### config.mk
export PLATFORM = sky130hd
export DESIGN_NAME = cordic_iter
export DESIGN_NICKNAME = d
export VERILOG_FILES = /design/src/rtl/cordic_pkg.sv /design/src/rtl/cordic_angle_rom.sv /design/src/rtl/cordic_iter.sv
export SDC_FILE = /design/constraint.sdc
export NUM_CORES = 1
export LEC_CHECK = 0
export CELL_PAD_IN_SITES_DETAIL_PLACEMENT = 1
export CELL_PAD_IN_SITES_GLOBAL_PLACEMENT = 1
export CORE_MARGIN = 2
export CORE_UTILIZATION = 38
export CTS_BUF_LIST = sky130_fd_sc_hd__clkbuf_16
export DETAILED_ROUTE_END_ITERATION = 16
export PLACE_DENSITY_LB_ADDON = 0.1
export SLEW_MARGIN = 20
export SYNTH_ARGS = -nofsm -noshare
export SYNTH_HDL_FRONTEND = slang
export SYNTH_SLANG_ARGS = --single-unit
### constraint.sdc
create_clock -name clk -period 5.4 [get_ports clk]
set_input_delay 1.08 -clock clk [delete_from_list [all_inputs] [get_ports clk]]
set_output_delay 1.08 -clock clk [all_outputs]
set_load 0.01 [all_outputs]
### src/rtl/cordic_pkg.sv
// Shared types, sizes and constants for the iterative CORDIC engine.
// Imported by cordic_iter and its angle table.
package cordic_pkg;

    localparam int DW            = 17;
    localparam int GUARD         = 2;
    localparam int IW            = DW + GUARD;
    localparam int IDX_W         = 5;
    localparam int CORDIC_N_ITER = 16;
    localparam int HYP_REPEAT_0  = 4;
    localparam int HYP_REPEAT_1  = 13;

    typedef enum logic {
        ROTATION,
        VECTORING
    } mode_t;

    typedef enum logic [1:0] {
        CIRCULAR,
        LINEAR,
        HYPERBOLIC
    } coord_t;

    typedef enum logic [1:0] {
        IDLE,
        RUN,
        DONE
    } state_t;

    // Pre-scale that cancels the rotation gain, with 1.0 == 0x4000
    function automatic logic [DW-1:0] cordic_gain_inv(input coord_t c);
        logic [DW-1:0] g;
        case (c)
            CIRCULAR:   g = 17'h026DD;
            HYPERBOLIC: g = 17'h04D48;
            default:    g = 17'h04000;
        endcase
        return g;
    endfunction

endpackage

### src/rtl/cordic_angle_rom.sv
// Micro-rotation angle e(i) for each coordinate system.
// Values already carry the internal guard bits.
module cordic_angle_rom
    import cordic_pkg::*;
(
    input  coord_t           i_coord,
    input  logic [IDX_W-1:0] i_idx,
    output logic [IW-1:0]    o_e
);

    localparam logic [IW-1:0] LIN_ONE = 19'h08000;

    logic [IW-1:0] w_atan;
    logic [IW-1:0] w_atanh;
    logic [IW-1:0] w_lin;

    // atan(2^-i), 2*pi == 2^19 internally
    always_comb begin
        w_atan = '0;
        case (i_idx)
            5'd0:    w_atan = 19'd65536;
            5'd1:    w_atan = 19'd38688;
            5'd2:    w_atan = 19'd20442;
            5'd3:    w_atan = 19'd10377;
            5'd4:    w_atan = 19'd5208;
            5'd5:    w_atan = 19'd2607;
            5'd6:    w_atan = 19'd1304;
            5'd7:    w_atan = 19'd652;
            5'd8:    w_atan = 19'd326;
            5'd9:    w_atan = 19'd163;
            5'd10:   w_atan = 19'd81;
            5'd11:   w_atan = 19'd41;
            5'd12:   w_atan = 19'd20;
            5'd13:   w_atan = 19'd10;
            5'd14:   w_atan = 19'd5;
            5'd15:   w_atan = 19'd3;
            5'd16:   w_atan = 19'd1;
            5'd17:   w_atan = 19'd1;
            default: w_atan = '0;
        endcase
    end

    // atanh(2^-i), 1.0 == 0x8000 internally
    always_comb begin
        w_atanh = '0;
        case (i_idx)
            5'd1:    w_atanh = 19'd18000;
            5'd2:    w_atanh = 19'd8369;
            5'd3:    w_atanh = 19'd4118;
            5'd4:    w_atanh = 19'd2051;
            5'd5:    w_atanh = 19'd1024;
            5'd6:    w_atanh = 19'd512;
            5'd7:    w_atanh = 19'd256;
            5'd8:    w_atanh = 19'd128;
            5'd9:    w_atanh = 19'd64;
            5'd10:   w_atanh = 19'd32;
            5'd11:   w_atanh = 19'd16;
            5'd12:   w_atanh = 19'd8;
            5'd13:   w_atanh = 19'd4;
            5'd14:   w_atanh = 19'd2;
            5'd15:   w_atanh = 19'd1;
            default: w_atanh = '0;
        endcase
    end

    assign w_lin = LIN_ONE >> i_idx;

    always_comb begin
        o_e = w_lin;
        case (i_coord)
            CIRCULAR:   o_e = w_atan;
            HYPERBOLIC: o_e = w_atanh;
            default:    o_e = w_lin;
        endcase
    end

endmodule

### src/rtl/cordic_iter.sv
// Iterative CORDIC engine: one micro-rotation per clock, one op in flight,
// valid/ready on both sides with the FP sideband carried alongside.
module cordic_iter
    import cordic_pkg::*;
#(
    parameter int N_ITER = CORDIC_N_ITER
)
(
    input  logic          clk,
    input  logic          rst_n,
    input  logic          in_valid,
    output logic          in_ready,
    input  mode_t         in_mode,
    input  coord_t        in_coord,
    input  logic [DW-1:0] in_x,
    input  logic [DW-1:0] in_y,
    input  logic [DW-1:0] in_z,
    input  logic          in_sign,
    input  logic [6:0]    in_exp,
    input  logic          in_ovr,
    input  logic [17:0]   in_ovr_val,
    output logic          out_valid,
    input  logic          out_ready,
    output logic [DW-1:0] out_x,
    output logic [DW-1:0] out_y,
    output logic [DW-1:0] out_z,
    output logic          out_sign,
    output logic [6:0]    out_exp,
    output logic          out_ovr,
    output logic [17:0]   out_ovr_val
);

    state_t r_state;
    state_t w_state_nx;
    logic   r_live;
    mode_t  r_mode;
    coord_t r_coord;

    logic signed [IW-1:0] r_x;
    logic signed [IW-1:0] r_y;
    logic signed [IW-1:0] r_z;
    logic signed [IW-1:0] w_xs;
    logic signed [IW-1:0] w_ys;
    logic signed [IW-1:0] w_xn;
    logic signed [IW-1:0] w_yn;
    logic signed [IW-1:0] w_zn;
    logic [IW-1:0]        w_e;

    logic [IDX_W-1:0] r_i;
    logic [IDX_W-1:0] r_cnt;
    logic [IDX_W-1:0] w_total;
    logic             r_rep;
    logic             w_acc;
    logic             w_d;
    logic             w_last;
    logic             w_hold;

    logic        r_sign;
    logic [6:0]  r_exp;
    logic        r_ovr;
    logic [17:0] r_ovr_val;

    // r_live keeps in_ready low until the first edge out of reset
    assign in_ready = r_live & ((r_state == IDLE) |
                      ((r_state == DONE) & out_ready));
    assign w_acc    = in_valid & in_ready;

    assign w_total = (r_coord == HYPERBOLIC) ?
                     IDX_W'(N_ITER + 2) : IDX_W'(N_ITER);
    assign w_last  = (r_cnt == w_total - IDX_W'(1));
    assign w_hold  = (r_coord == HYPERBOLIC) & ~r_rep &
                     ((r_i == IDX_W'(HYP_REPEAT_0)) |
                      (r_i == IDX_W'(HYP_REPEAT_1)));

    cordic_angle_rom u_rom (
        .i_coord (r_coord),
        .i_idx   (r_i),
        .o_e     (w_e)
    );

    assign w_d  = (r_mode == ROTATION) ? ~r_z[IW-1] : r_y[IW-1];
    assign w_xs = r_x >>> r_i;
    assign w_ys = r_y >>> r_i;
    assign w_yn = w_d ? r_y + w_xs : r_y - w_xs;
    assign w_zn = w_d ? r_z - $signed(w_e) : r_z + $signed(w_e);

    always_comb begin
        w_xn = r_x;
        unique case (1'b1)
            r_coord == CIRCULAR:   w_xn = w_d ? r_x - w_ys : r_x + w_ys;
            r_coord == HYPERBOLIC: w_xn = w_d ? r_x + w_ys : r_x - w_ys;
            default:               w_xn = r_x;
        endcase
    end

    always_comb begin
        w_state_nx = r_state;
        case (r_state)
            IDLE: if (w_acc) w_state_nx = in_ovr ? DONE : RUN;
            RUN:  if (w_last) w_state_nx = DONE;
            DONE: if (out_ready)
                      w_state_nx = !w_acc ? IDLE : (in_ovr ? DONE : RUN);
            default: w_state_nx = IDLE;
        endcase
    end

    always_ff @(posedge clk or negedge rst_n) begin
        if (!rst_n) begin
            r_state <= IDLE;
            r_live  <= 1'b0;
        end else begin
            r_state <= w_state_nx;
            r_live  <= 1'b1;
        end
    end

    always_ff @(posedge clk or negedge rst_n) begin
        if (!rst_n) begin
            r_mode    <= ROTATION;
            r_coord   <= CIRCULAR;
            r_x       <= '0;
            r_y       <= '0;
            r_z       <= '0;
            r_i       <= '0;
            r_cnt     <= '0;
            r_rep     <= 1'b0;
            r_sign    <= 1'b0;
            r_exp     <= '0;
            r_ovr     <= 1'b0;
            r_ovr_val <= '0;
        end else if (w_acc) begin
            r_mode    <= in_mode;
            r_coord   <= in_coord;
            r_x       <= in_ovr ? '0 : {in_x, {GUARD{1'b0}}};
            r_y       <= in_ovr ? '0 : {in_y, {GUARD{1'b0}}};
            r_z       <= in_ovr ? '0 : {in_z, {GUARD{1'b0}}};
            r_i       <= (in_coord == HYPERBOLIC) ? IDX_W'(1) : '0;
            r_cnt     <= '0;
            r_rep     <= 1'b0;
            r_sign    <= in_sign;
            r_exp     <= in_exp;
            r_ovr     <= in_ovr;
            r_ovr_val <= in_ovr_val;
        end else if (r_state == RUN) begin
            r_x   <= w_xn;
            r_y   <= w_yn;
            r_z   <= w_zn;
            r_cnt <= r_cnt + IDX_W'(1);
            if (w_hold) begin
                r_rep <= 1'b1;
            end else begin
                r_rep <= 1'b0;
                r_i   <= r_i + IDX_W'(1);
            end
        end
    end

    assign out_valid   = (r_state == DONE);
    assign out_x       = r_x[IW-1:GUARD];
    assign out_y       = r_y[IW-1:GUARD];
    assign out_z       = r_z[IW-1:GUARD];
    assign out_sign    = r_sign;
    assign out_exp     = r_exp;
    assign out_ovr     = r_ovr;
    assign out_ovr_val = r_ovr_val;

endmodule

==> impl_metrics.csv <==
group,metric,value,unit
sta,worst_slew_pin_slew,0.992,ns
die,core_area,29600,sq um
die,row_count,63,
finish,fillers,3644,
critical_path,cpMaxStageDelayCell,"mux4_2",
synthesis,synthFlopType,"dfrtp_1",
critical_path,required,5.65,ns
synthesis,syn_nets,1663,
sta,fin_ws,0.253,ns
cts,cts_hold_buf,0,
route,drtIter0Drc,799,
global_routing,overflow,0,
route,num_vias,11624,
cts,cts_made_buffers,9,
sta,setup-violations-final,0,
sta,relSlewSlack,0.335,
sta,period_minus_slack,5.15,ns
synthesis,synthesis.area,11500,sq um
global_routing,grt.total_usage,0.277,
route,drt_pass1_iterations,5,
cts,cts_max_level,3,
synthesis,async_reset_ff_frac,1.00,
global_routing,grt_max_degree,54,
finish,finalNetCount,1770,
synthesis,yosysTopAreaCellShare,0.221,
critical_path,worstPathCellList,"buf_12 -> mux2_2 -> mux4_2 -> mux4_2 -> clkinv_2 -> ha_2 -> o211ai_1 -> nor4b_4 -> buf_4 -> o2111ai_2 -> o21ai_0 -> xor2_1 -> ha_1 -> a21o_1 -> a21oi_1 -> a21oi_2 -> a21o_1 -> a21oi_2 -> xor2_1 -> o21ai_1",
hold_path,whs_path_depth,2,
hold_path,hold_class,"reg2reg",
sta,skew,0.0119,ns
die,dieArea,31600,sq um
finish,area_delta_synth_final,20.2,%
cts,insertion_delay,0.39,ns
synthesis,synth.distinct_cells,80,
sta,fmax,0.194,GHz
route,totalWireLength,43.2,mm
synthesis,seq_area_frac_synth,0.221,
sta,fin_crit_sh,0.953,
placed_design,placed_cell_area,13400,sq um
critical_path,path_class,"reg2reg",
critical_path,r2r-start,"r_i[0]",
cts,clock_path_buffers,2,
critical_path,r2r_cells,20,
placed_design,io_buffers,164,
sta,maxSlewViolCount,0,
job,maxCapViolations,0,
synthesis,synth_commonest_cells,"203 x nand2_1, 153 x a21oi_1, 129 x nor2_1",
critical_path,slowest_delay,0.53,ns
synthesis,syn-mean-instance-area,7.68,sq um
critical_path,critPathLaunchType,"flip-flop",
placed_design,gp_congestion,0.923,
global_routing,antenna_found_initial,0,
global_routing,grt_pass1_wl,67.6,mm
run_status,status,"complete, no violations",
route,drc,0,
synthesis,ys_ff_latch,101,
synthesis,yosys.area.top_type,"dfrtp_1",
die,die_w,178,um
finish,antenna_cells,0,
synthesis,synth-edff-count,0,
critical_path,reg2reg_setup_slack,0.25,ns
sta,hold_viol_final,0,
critical_path,cp_max_fo,6,
route,routedWlPerCell,21.7,um
cts,cts.sinks,101,
synthesis,yosysMostFrequentCell,"nand2_1",
die,start_util,0.387,
critical_path,setup.worst_path.end_class,"flip-flop",
placed_design,place_hpwl,33.0,mm
critical_path,r2r-end,"r_y[17]",
cts,clock_tree.root_cell,"clkbuf_16",
cts,clk_pin_slew,0.08,ns
cts,cts_tree,"built",
synthesis,synth_area_leaders,"dfrtp_1 22%, ha_1 9.0%, a21oi_1 6.7%",
finish,fin_area,13800,sq um
critical_path,arrival,5.40,ns
route,ant_nets,0,
die,pin_count,165,
route,vias_per_cell,5.83,
synthesis,synth_warnings,0,
global_routing,grt_pass1_vias,11922,
placed_design,place_ws,0.0134,ns
synthesis,synthCells,1492,
die,fp.dieH,178,um
sta,totalNegativeSetupSlack,0,ns
hold_path,hp-start,"out_ovr_val[4]",
hold_path,worstHoldEndpoint,"out_ovr_val[4]",
finish,layout-drive-gt1-share,0.105,
## logic make-up after synthesis
group / share of synthesized area
and+or+nand+nor: 0.202
AOI/OAI and AO/OA: 0.237
buffers and inverters: 0.0890
DFF: 0.221
adders and majority gates: 0.0965
xor gates and xnor gates: 0.0634
muxes: 0.0911
other: 0.000327
## cells in the final DEF (no fill, tap or decap), drive strengths merged, types with 24 or more instances in the layout
cell type	instances
o21ai	103
mux4	24
a211oi	27
nor2	130
nand2	204
inv	61
nand3	38
xor2	31
buf	81
ha	82
clkdlybuf4s50	163
xnor2	52
mux2i	33
dfrtp	101
a21oi	153
a31oi	28
nor2b	27
## stage by stage
stage | cells | utilization | hold WS (ns)
2_1_floorplan | 1492 | - | 0.473
3_3_place_gp | 1972 | 0.452 | 0.457
3_5_place_dp | 1972 | 0.452 | 0.466
4_1_cts | 1988 | 0.461 | 0.487
5_1_grt | 1994 | 0.465 | 0.511
6_report | 1994 | 0.465 | 0.482
## timing repair
item | 4_1_cts | 5_1_grt
pin swaps | 0 | 5
resized for setup | 1 | 14
setup buffers | 0 | 6
setup endpoints to repair | 1 | 7
## worst max-delay path, delay by kind of cell (launching register included)
kind            cells  cell delay [ns]
simple gates        1             0.39
mux                 3             1.32
compound gates      9             1.49
flops               1             0.51
buf+inv             3             0.40
xor+xnor            2             0.39
fa+ha+maj           2             0.50
## layer usage
| metal | vias to the layer above | track usage | wire length (um) |
|---|---|---|---|
| li1 | 5477 | - | - |
| met1 | 5762 | 0.384 | 20300 |
| met2 | 338 | 0.436 | 19500 |
| met3 | 47 | 0.0666 | 2720 |
| met4 | 0 | 0.0560 | 688 |
| met5 | - | 0 | 0 |
## worst max-delay path by stage
stage          startpoint       to  slack [ns]  cells past startpoint
2_1_floorplan      r_i[1]  r_z[17]        0.14                     23
5_1_grt            r_i[0]  r_y[17]       -0.01                     20
3_3_place_gp       r_i[0]  r_y[18]        0.28                     19
3_5_place_dp       r_i[0]  r_y[17]        0.01                     20
6_report           r_i[0]  r_y[17]        0.25                     20
4_1_cts            r_i[0]  r_y[17]        0.06                     19
## registers in the layout, summed over array words and instances (netlist names)
| name | cells |
|---|---|
| r_mode | 1 |
| r_cnt | 5 |
| r_y | 19 |
| out_exp | 7 |
| out_sign | 1 |
| r_live | 1 |
| out_ovr_val | 18 |
| r_rep | 1 |
| r_z | 19 |
| r_i | 5 |
| out_ovr | 1 |
| r_state | 2 |
| r_coord | 2 |
| r_x | 19 |
## final cells by class
class	count	area (sq um)	area share
Clock inverter	7	48.8	0.00354
Sequential cell	101	2530	0.184
Tap cell	390	488	0.0354
Inverter	59	223	0.0162
Multi-Input combinational cell	1184	7990	0.580
Timing Repair Buffer	244	2270	0.165
Clock buffer	9	225	0.0164
Power is not shown: default switching activity piles up to over one toggle a cycle in this logic, so the estimate is an artifact.
